## src/rtl/mem_stage.sv

```systemverilog
// mem_stage: data-memory access stage plus the MEM/WB pipeline register.
// A load or store waits WAIT_STATES extra cycles (stalling upstream) before
// it completes; non-memory ops pass straight through in one edge.
module mem_stage #(
  parameter int DEPTH       = 32,
  parameter int WAIT_STATES = 1
) (
  input  logic       clk,
  input  logic       reset,
  input  logic [7:0] alu_result_in,
  input  logic [7:0] writedata_in,
  input  logic [4:0] rd_in,
  input  logic       memread_in,
  input  logic       memwrite_in,
  input  logic       memtoreg_in,
  input  logic       regwrite_in,
  output logic       stall,
  output logic [7:0] readdata_out,
  output logic [7:0] alu_result_out,
  output logic [4:0] rd_out,
  output logic       Memtoreg,
  output logic       Regwrite
);

  localparam int ADDR_W = $clog2(DEPTH);
  localparam logic [2:0] CNT_START = (WAIT_STATES > 0) ? 3'(WAIT_STATES - 1) : 3'd0;

  typedef enum logic {IDLE, WAIT} state_t;

  state_t            state;
  state_t            next_state;
  logic [2:0]        cnt;
  logic [2:0]        next_cnt;
  logic [7:0]        mem [DEPTH];
  logic [ADDR_W-1:0] addr;
  logic              mem_req;
  logic              is_load;
  logic              complete;
  logic              stall_raw;

  // Upper address bits are dropped, so addresses alias modulo DEPTH.
  assign addr    = alu_result_in[ADDR_W-1:0];
  assign mem_req = memread_in | memwrite_in;
  // A request with both strobes set behaves as a store.
  assign is_load = memread_in & ~memwrite_in;
  // Stall is forced low while reset is held so upstream is never frozen by a dead stage.
  assign stall   = stall_raw & reset;

  // State register and wait counter; reset aborts any access in progress.
  always_ff @(posedge clk or negedge reset) begin
    if (!reset) begin
      state <= IDLE;
      cnt   <= 3'd0;
    end else begin
      state <= next_state;
      cnt   <= next_cnt;
    end
  end

  // Decide whether this edge completes the current op or inserts a bubble.
  always_comb begin
    next_state = state;
    next_cnt   = cnt;
    stall_raw  = 1'b0;
    complete   = 1'b0;
    case (state)
      IDLE: begin
        if (mem_req && (WAIT_STATES != 0)) begin
          stall_raw  = 1'b1;
          next_state = WAIT;
          next_cnt   = CNT_START;
        end else begin
          complete = 1'b1;
        end
      end
      WAIT: begin
        if (cnt != 3'd0) begin
          stall_raw = 1'b1;
          next_cnt  = cnt - 3'd1;
        end else begin
          complete   = 1'b1;
          next_state = IDLE;
        end
      end
      default: begin
        next_state = IDLE;
        next_cnt   = 3'd0;
      end
    endcase
  end

  // Store commits only on the completion edge; contents survive reset.
  always_ff @(posedge clk) begin
    if (complete && memwrite_in) begin
      mem[addr] <= writedata_in;
    end
  end

  // MEM/WB register: load the write-back fields on completion, otherwise a bubble.
  always_ff @(posedge clk or negedge reset) begin
    if (!reset) begin
      readdata_out   <= 8'h00;
      alu_result_out <= 8'h00;
      rd_out         <= 5'd0;
      Memtoreg       <= 1'b0;
      Regwrite       <= 1'b0;
    end else if (complete) begin
      readdata_out   <= is_load ? mem[addr] : 8'h00;
      alu_result_out <= alu_result_in;
      rd_out         <= rd_in;
      Memtoreg       <= memtoreg_in;
      Regwrite       <= regwrite_in;
    end else begin
      readdata_out   <= 8'h00;
      alu_result_out <= 8'h00;
      rd_out         <= 5'd0;
      Memtoreg       <= 1'b0;
      Regwrite       <= 1'b0;
    end
  end

endmodule

```

## config.mk

```make
export PLATFORM = sky130hd
export DESIGN_NAME = mem_stage
export DESIGN_NICKNAME = d
export VERILOG_FILES = /design/src/rtl/mem_stage.sv
export SDC_FILE = /design/constraint.sdc
export NUM_CORES = 1
export LEC_CHECK = 0
export CAP_MARGIN = 20
export CORE_MARGIN = 2
export CORE_UTILIZATION = 42
export CTS_CLUSTER_DIAMETER = 80
export DETAILED_ROUTE_END_ITERATION = 8
export SLEW_MARGIN = 30
export SYNTH_ARGS = -nofsm -noshare
export SYNTH_HDL_FRONTEND = slang
export SYNTH_SLANG_ARGS = --single-unit
```

## constraint.sdc

```tcl
create_clock -name clk -period 2.7 [get_ports clk]
set_input_delay 0.27 -clock clk [delete_from_list [all_inputs] [get_ports clk]]
set_output_delay 0.27 -clock clk [all_outputs]
set_load 0.05 [all_outputs]
```

; ---- Word-level counts from Yosys, hierarchy flattened
; Memory sizes are Yosys's and may differ from the RTL's.
; Index checks and enable logic that the tools add are counted.
[word_totals]
regBits = 27
ramBits = 256
out_inout_bits = 24
word_cells = 36
n_memories = 1
[op_classes]
n_addsub = 1
n_eq_ne = 2
n_mux = 17
bitwise = 5
reduce_logical = 3
[memory_table]
columns = name, words, width, rd, rd_ports_with_merged_regs, wr, line
row1 = mem, 32, 8, 1, 0, 1, 34  ; logic [7:0] mem [DEPTH];
[ops]
columns = cell, count
row1 = 2-to-1 mux 8 bit, 3
row2 = 2-to-1 mux 1 bit, 8
row3 = 2-to-1 mux 3 bit, 2
row4 = case mux 3 bit (2 select lines), 1
row5 = 2-to-1 mux 5 bit, 1
row6 = case mux 1 bit (2 select lines), 2
row7 = nonzero test 3 bit, 1
row8 = subtractor 3 x 1 -> 3 bit (second input constant), 1
row9 = AND 1 bit, 2
row10 = != test 2 x 1 -> 1 bit (second input constant), 1
row11 = != test 2 bit (second input constant), 1
row12 = inverter 1 bit, 2
row13 = AND reduction 2 bit, 1
row14 = logical AND 1 bit, 1
row15 = bitwise OR 1 bit, 1

; ---- Depth between registers and ports, before layout
; Gate-level depths: netlist of run 1.
[logic_depth]
ltp_word = 6
depth_mapped = 7
ltp_nobuf = 6

; ---- Worst setup path after synthesis of run 1
; No wires, ideal clock.
[synth_path]
path_kind = register to register
start = reg cnt[0]
end = mem mem[27][0], enable pin
setup_time_ps = 383
arrival_time_ps = 1907
slack_ps = 410
path_stages_with_launch = 7
n_path_buf = 1
period_less_slack_ps = 2290
path_cell_list = dfrtp_1 > inv_1 > ha_1 > a31oi_1 > clkbuf_1 > nand4b_1 > nor3_1
[synth_via]
elab_chain_len = 6
[synth_lines]
columns = element, line
row1 = "start, declared", 32  ; logic [2:0] cnt;
row2 = "start signal, assigned", 56  ; cnt <= next_cnt;
row3 = nonzero test 3 bit, 77  ; if (cnt != 3'd0) begin
row4 = 2-to-1 mux 1 bit, 77
row5 = case mux 1 bit (2 select lines), 66  ; case (state)
row6 = logical AND 1 bit, 94  ; if (complete && memwrite_in) begin
row7 = 2-to-1 mux 1 bit, 94
row8 = 2-to-1 mux 1 bit (not written as such), 95  ; mem[addr] <= writedata_in;
row9 = "end, declared", 34
; Every way passes these cells.

; ---- Final worst setup path of run 1
[layout_path]
start = reg cnt[0]
end = out stall
[layout_via]
elab_chain_len = 4
[layout_lines]
columns = element, line
row1 = nonzero test 3 bit, 77
row2 = 2-to-1 mux 1 bit, 77
row3 = case mux 1 bit (2 select lines), 66
row4 = AND 1 bit, 47  ; assign stall = stall_raw & reset;
row5 = "end, declared", 17  ; output logic stall,
; Every way passes these cells.

==> results of run 1 <==
## cell families after synthesis
logic type | count (synthesis)
buffers and inverters | 42
AO/OA/AOI/OAI | 77
flip-flops | 283
adder cells (fa/ha/maj) | 2
multiplexers | 129
AND/OR/NAND/NOR | 108
## where the power goes
part	switching, W	total (W)	internal, W
Combinational	0.000776	0.00118	0.000403
Sequential	0.0000498	0.00497	0.00492
Clock	0.00155	0.00388	0.00233
Total	0.00237	0.0100	0.00765
## sequential cells by signal, indices dropped and copies added, names as in the netlist
register,cells
readdata_out,8
Memtoreg,1
mem,256
alu_result_out,8
rd_out,5
Regwrite,1
state,1
cnt,3
## metrics by stage
| stage | utilization | area (um^2) |
|---|---|---|
| CTS | 0.507 | 13100 |
| global placement | 0.471 | 12200 |
| floorplan | - | 11000 |
| finish | 0.507 | 13100 |
| global route | 0.507 | 13100 |
| detailed placement | 0.471 | 12200 |
## how the worst max path moves through the flow
stage                      endpoint  cells past startpoint
floorplan                mem[27][0]                      6
global placement    readdata_out[1]                      6
detailed placement  readdata_out[2]                      6
CTS                           stall                      6
global route                  stall                      6
finish                        stall                      6
## layout by cell type, fill, tap and decap left out, types with 5 or more instances in the layout
| cell | n |
|---|---|
| nor4_1 | 8 |
| nor2_1 | 48 |
| nor3_1 | 5 |
| nor2b_1 | 15 |
| mux2i_1 | 129 |
| edfxtp_1 | 256 |
| clkinv_2 | 6 |
| o22ai_1 | 65 |
| clkdlybuf4s50_1 | 48 |
| buf_4 | 52 |
| clkbuf_1 | 7 |
| dfrtp_1 | 27 |
| a31oi_1 | 9 |
| nand4b_1 | 6 |
| clkbuf_16 | 29 |
## routing by layer
layer  GRT usage  up-vias  share of wire
li1            -     2725              -
met1       0.269     2997           0.44
met2       0.289      240           0.46
met4      0.0560        0          0.027
met5           0        -              0
met3      0.0297       39          0.073
## cell type report
class	count	area [um^2]
Clock inverter	13	140
Multi-Input combinational cell	316	2410
Tap cell	335	419
Inverter	4	15.0
Fill cell	2140	12700
Timing Repair Buffer	105	962
Clock buffer	39	793
Sequential cell	283	8360
==> out/metrics.cfg, run 1 <==
[status]
status = finished, final reports clean

[drt]
drc = 0
first_pass_iters = 5
viasPerCell = 5.48
via_count = 6001
wl_per_cell_um = 22.7
wl_um = 24800
final_antenna_net_count = 0
drt_iter0_markers = 636

[placed_design]
post-place-cells = 1043
portBuffers = 50
gp_congestion = 0.877
dpl.hpwl_um = 16300
dp_slack_ns = 0.161

[critical_path]
worst_ep_arrival_time_ns = 2.02
crit_slowest_cell = dfrtp_1
startpoint = cnt[0]
cp-start-kind = flop
crit_chain = inv_1, ha_1, a31oi_1, buf_4, and2_1, buf_12
crit_path_end_kind = output pin
crit_path_max_incr_delay_ns = 0.32
reg2reg_to = mem[27][1]
critical_path.top_delay_family = buffers and inverters
critPathBufInv = 3
rr_worst_depth = 6
required_ns = 2.43
crit_type = reg2out
cp_max_fo = 20
rrSetupSlack_ns = 0.56
r2r-start = cnt[0]

[worst_hold_path]
hold_path.class = in2async

[grt]
grt_pass1_wl_um = 37100
antenna_found_initial = 0
grtUsageTotal = 0.185
first_global_vias = 5907
grt_overflow_total = 0
grt_start_max_net_pins = 50

[logic_synthesis]
synthXorXnorAreaFrac = 0
synth_top_area_share = 0.701
synthTopCellsByCount = edfxtp_1 (256), mux2i_1 (129), o22ai_1 (65), nor2_1 (48), dfrtp_1 (27)
yosysTopAreaCell = edfxtp_1
syn_area_um2 = 11000
synth_edf_count = 256
synth_fp_nets = 670
synthAdderAreaFrac = 0.00228
synth_top_family_by_area = multiplexers
synth-warning-count = 0
muxShareOfSynthArea = 0.118
synthTopCellsByArea = edfxtp_1 (70%), mux2i_1 (12%), dfrtp_1 (6.2%)
synth_flop_cell = edfxtp_1
syn_avg_cell_area_um2 = 17.1
synth_compound_area_frac = 0.0439
synthSimpleGateAreaFrac = 0.0556
synth_seq_area_share = 0.763
synth.ff_latch_count = 283
synth-async-reset-ratio = 0.0954
synthCells = 641
synth_most_common_cell = edfxtp_1
synth_cell_types = 31

[floorplanning]
die_x_um = 166
fp.coreArea_um2 = 25800
ioPinCount = 51
rows = 59
die_area_um2 = 27400
start_util = 0.424
die_y_um = 166

[clock_network]
cts_made_buffers = 28
clk_latency_ns = 0.53
cts_hold_buf = 0
cts-root-buf = clkbuf_16
post_cts_buffers = 0
cts_sinks = 283
cts_tree = yes
cts_resized = 0
htree_levels = 1
clk_pin_slew_ns = 0.06
clockBufferDepth = 3

[timing]
setup_violations = 0
slew_violations = 0
max_slew.worst_pin.slew_ns = 0.638
timing.final.ws_setup_ns = 0.413
max_freq_mhz = 437
skew_ns = 0.00874
fin_setup_tns_ns = 0
relSlewSlack = 0.575
rsz0062_at_grt = false
min_period_ns = 2.29
hold_viol = 0
holdWs_ns = 0.141
period_share = 0.847

[final_layout]
antennaDiodeCount = 0
layout.cells.non_filler = 1095
layout.nets = 767
drive_above_1_share = 0.134
syn2layout_area_growth_pct = 19.5

[power_and_ir_drop]
ir_worst_vdd_mv = 0.589
finalPower_w = 0.0100
power.leakage_nw = 4.66
power_density_nw_per_um2 = 765

[job]
max_cap_violations = 0

Power figures use the tool's default switching activity.
==> inputs of run 2 (changes only) <==
==> constraint.sdc (replaced) <==
create_clock -name clk -period 2.4 [get_ports clk]
set_input_delay 0.24 -clock clk [delete_from_list [all_inputs] [get_ports clk]]
set_output_delay 0.24 -clock clk [all_outputs]
set_load 0.05 [all_outputs]
==> out/metrics.cfg, run 2 (synthesis gave the netlist of run 1 again) <==
[floorplanning]
start_util = 0.424
die_y_um = 166
fp.coreArea_um2 = 25800
rows = 59
die_x_um = 166
ioPinCount = 51
die_area_um2 = 27400

[critical_path]
timing.critical_path.to = mem[24][7]
crit_path_max_incr_delay_ns = 0.56
startpoint = cnt[0]
r2r-start = cnt[0]
worst_ep_arrival_time_ns = 2.51
crit_path_end_kind = flop
crit_slowest_cell = or3_1
required_ns = 2.64
crit_type = reg2reg
cp-start-kind = flop
crit_chain = inv_1, ha_1, nand4b_1, or3_1, nor3_1, buf_4
cp_max_fo = 8
rrSetupSlack_ns = 0.13
rr_worst_depth = 6
reg2reg_to = mem[24][7]

[clock_network]
cts-root-buf = clkbuf_16
clk_latency_ns = 0.53
cts_made_buffers = 29
clk_pin_slew_ns = 0.06
cts_tree = yes
clockBufferDepth = 3
cts_hold_buf = 0
htree_levels = 1
cts_sinks = 283

[timing]
slew_violations = 0
period_share = 0.947
rsz0062_at_grt = false
relSlewSlack = 0.595
timing.final.ws_setup_ns = 0.127
skew_ns = 0.00789
max_freq_mhz = 440
hold_viol = 0
max_slew.worst_pin.slew_ns = 0.602
setup_violations = 0
min_period_ns = 2.27

[final_layout]
top_regs = mem (256), alu_result_out (8), readdata_out (8)
layout.nets = 769
final_common_cell = edfxtp_1
syn2layout_area_growth_pct = 19.5
largest_reg_flops = 256
drive_above_1_share = 0.132
antennaDiodeCount = 0
final_util = 0.507
final_cell_mix = edfxtp_1 (256), mux2i_1 (129), o22ai_1 (65)
layout.cells.non_filler = 1095
regMostFlops = mem

[drt]
wl_per_cell_um = 23.1
drc = 0
via_count = 6089
first_pass_iters = 5
highest_layer = met4
viasPerCell = 5.56
met1Wirelength_um = 10900
drt_iter0_markers = 707
wl_met2_um = 12200
final_antenna_net_count = 0
met3WireLength_um = 1550
wl_um = 25300

[status]
status = finished, final reports clean

[placed_design]
portBuffers = 50
post-place-cells = 1044
dpl.hpwl_um = 16500
dp_slack_ns = -0.0410
gp_congestion = 0.898

[grt]
antenna_found_initial = 0
grt_pass1_wl_um = 37500
grt_start_max_net_pins = 43
grtUsageTotal = 0.188
grt_overflow_total = 0
first_global_vias = 6025

[power_and_ir_drop]
power.leakage_nw = 4.65
power_density_nw_per_um2 = 853
ir_worst_vdd_mv = 0.617

[worst_hold_path]
hold_path.class = in2async

[job]
max_cap_violations = 0

==> run 2: power breakdown <==
part / switching [W] / internal, W / leakage [nW]
Sequential: 0.0000532 / 0.00553 / 2.66
Clock: 0.00174 / 0.00248 / 0.436
Combinational: 0.000893 / 0.000476 / 1.56
==> run 2: worst max-delay path, delay by kind of cell, from the launching register on <==
kind / cells / cell delay [ns]
buffers and inverters: 2 / 0.33
adder cells (fa/ha/maj): 1 / 0.24
flip-flops: 1 / 0.35
AND/OR/NAND/NOR: 3 / 1.04
==> run 2: worst min path at each step <==
stage,start,endpoint,slack [ns],cells after the start
3_5_place_dp,cnt[0],cnt[0],0.54,2
6_report,reset,alu_result_out[1],0.12,2
4_1_cts,reset,readdata_out[1],0.11,2
5_1_grt,reset,readdata_out[1],0.16,2
2_1_floorplan,reset,Memtoreg,-0.06,0
3_3_place_gp,cnt[0],cnt[0],0.53,2
==> run 2: layout make-up <==
class / instances / area (um^2)
clock buffer: 40 / 787
clock inverter: 11 / 100
fill: 2121 / 12700
inverter: 4 / 15.0
multi-input combinational: 316 / 2410
sequential: 283 / 8360
tap: 335 / 419
timing repair buffer: 106 / 1010
==> run 2: metal layers <==
metal | vias up | global-route usage
met5 | - | 0
met4 | 0 | 0.0545
met3 | 44 | 0.0277
met2 | 212 | 0.312
met1 | 3114 | 0.259
li1 | 2719 | -
==> run 2: timing repair <==
item | 4_1_cts | 5_1_grt
setup buffers | 0 | 0
endpoints found under the setup margin | 0 | 1
gates resized for setup | 0 | 1
==> run 2: stage by stage <==
stage | instance area (um^2) | hold WS, ns | TNS (ns) | total power [W]
finish | 13100 | 0.121 | 0 | 0.0112
global route | 13100 | 0.156 | 0 | 0.0115
CTS | 13100 | 0.111 | 0 | 0.0113
detailed placement | 12200 | 0.540 | -0.0410 | 0.00705
global placement | 12200 | 0.532 | -0.0261 | 0.00703
floorplan | 11000 | -0.0556 | 0 | 0.00647
==> inputs of run 3 (changes only) <==
==> constraint.sdc (replaced) <==
create_clock -name clk -period 2.5 [get_ports clk]
set_input_delay 0.5 -clock clk [delete_from_list [all_inputs] [get_ports clk]]
set_output_delay 0.5 -clock clk [all_outputs]
set_load 0.05 [all_outputs]
==> out/metrics.cfg, run 3 (synthesis gave the netlist of run 1 again) <==
[status]
status = finished, final reports clean

[clock_network]
cts_tree = yes
cts_sinks = 283
clk_latency_ns = 0.53
clk_pin_slew_ns = 0.06
cts_made_buffers = 29
cts-root-buf = clkbuf_16
post_cts_buffers = 0
htree_levels = 1
clockBufferDepth = 3

[critical_path]
crit_type = reg2reg
crit_chain = inv_1, ha_1, nand4b_1, buf_4, nor2_1, nand2_1, nor3_1, buf_4
worst_ep_arrival_time_ns = 2.61
crit_slowest_cell = dfrtp_1
required_ns = 2.73
cpMostUsedCell = buf_4
crit_path_end_kind = flop
cp-start-kind = flop
cp_max_fo = 8
critPathBufInv = 3
crit_path_max_incr_delay_ns = 0.36
critical_path.top_delay_family = simple AND/OR/NAND/NOR gates

[final_layout]
syn2layout_area_growth_pct = 22.0
largest_reg_flops = 256
antennaDiodeCount = 0
multi_input_area_um2 = 2410
top_regs = mem (256), alu_result_out (8), readdata_out (8)
layout.nets = 809
final_common_cell = edfxtp_1
stdcell_area_um2 = 13400
drive_above_1_share = 0.176
layout.cells.non_filler = 1136
seqCellArea_um2 = 8360
final_cell_mix = edfxtp_1 (256), mux2i_1 (129), buf_4 (91)
regMostFlops = mem
fill_cells = 2105

[power_and_ir_drop]
p_int_w = 0.00810
switching_share = 0.240
p_comb_frac = 0.128
seqPwrFrac = 0.503
power_switching_w = 0.00256
ir_worst_vdd_mv = 0.781
p_clk_frac = 0.369
power_density_nw_per_um2 = 797
power.leakage_nw = 4.81

[drt]
final_antenna_net_count = 0
first_pass_iters = 5
viasPerCell = 5.44
drc = 0
wl_um = 25200
wl_per_cell_um = 22.2
drt_iter0_markers = 586
via_count = 6180

[worst_hold_path]
hold_path.class = in2async

[timing]
setup_violations = 0
rsz0062_at_grt = false
min_period_ns = 2.38
slew_violations = 0
holdWs_ns = 0.382
fin_setup_tns_ns = 0
max_freq_mhz = 420
relSlewSlack = 0.626
period_share = 0.952
hold_viol = 0
skew_ns = 0.00937
max_slew.worst_pin.slew_ns = 0.559

[floorplanning]
start_util = 0.424
ioPinCount = 51
die_area_um2 = 27400
fp.coreArea_um2 = 25800
die_x_um = 166
rows = 59
die_y_um = 166

[placed_design]
dpl.hpwl_um = 17200
dpl_cell_area_um2 = 12500
gp_congestion = 0.899
post-place-cells = 1084
portBuffers = 50

[grt]
grtUsageTotal = 0.187
grt_start_max_net_pins = 33
first_global_vias = 6218
grt_pass1_wl_um = 37700
grt_overflow_total = 0
antenna_found_initial = 0

[job]
max_cap_violations = 0

run 3: cell count changes in the layout (fill, tap and decap cells not counted):
cell,change
clkbuf_1,-1
bufinv_16,-1
clkinvlp_4,+2
buf_4,+41
buf_12,-1
inv_6,+1
clkinv_2,-1
clkinv_1,+1
run 3: layout make-up:
type,count,area share
clock buffers,39,0.0585
clock inverters,13,0.00692
inverters,4,0.00112
multi-input cells,316,0.180
flip-flops and latches,283,0.625
well taps,335,0.0313
repair buffers,146,0.0968
run 3: path summary, 6_finish.rpt:
check	from	endpoint	slack, ns	cells after the start
worst max register to register	cnt[0]	mem[26][7]	0.12	8
worst min register to register	cnt[0]	cnt[0]	0.56	2
worst min-delay path	reset	cnt[0]	0.38	2
min in group clk	regwrite_in	Regwrite	0.53	2
worst max-delay path	cnt[0]	mem[26][7]	0.12	8
max in group asynchronous	reset	readdata_out[1]	1.86	2
run 3: repair_timing:
action	CTS	global route
resized for setup	1	0
hold buffers	0	0
setup endpoints to repair	1	0
run 3: power groups by stage:
stage	clock network, W	logic, W	registers [W]
2_1_floorplan	0	0.000449	0.00576
3_3_place_gp	0	0.00133	0.00545
3_5_place_dp	0	0.00136	0.00546
4_1_cts	0.00401	0.00137	0.00536
5_1_grt	0.00423	0.00145	0.00537
6_report	0.00393	0.00136	0.00537
run 3: worst register-to-register path, cell delays in order (launching register included):
cell and delay [ns]:
dfrtp_1 0.36, inv_1 0.12, ha_1 0.23, nand4b_1 0.23, buf_4 0.22, nor2_1 0.07, nand2_1 0.30, nor3_1 0.33
buf_4 0.24
run 3: per-stage QoR:
stage / util / power, W / setup slack, ns
5_1_grt: 0.518 / 0.0111 / 0.0469
2_1_floorplan: - / 0.00621 / 0.158
3_3_place_gp: 0.484 / 0.00678 / -0.284
4_1_cts: 0.518 / 0.0107 / 0.128
3_5_place_dp: 0.484 / 0.00682 / -0.300
6_report: 0.518 / 0.0107 / 0.119
run 3: layer usage:
layer	routed length (um)	GRT usage
met2	12000	0.311
met4	794	0.0635
met1	10700	0.254
met5	0	0
met3	1740	0.0290
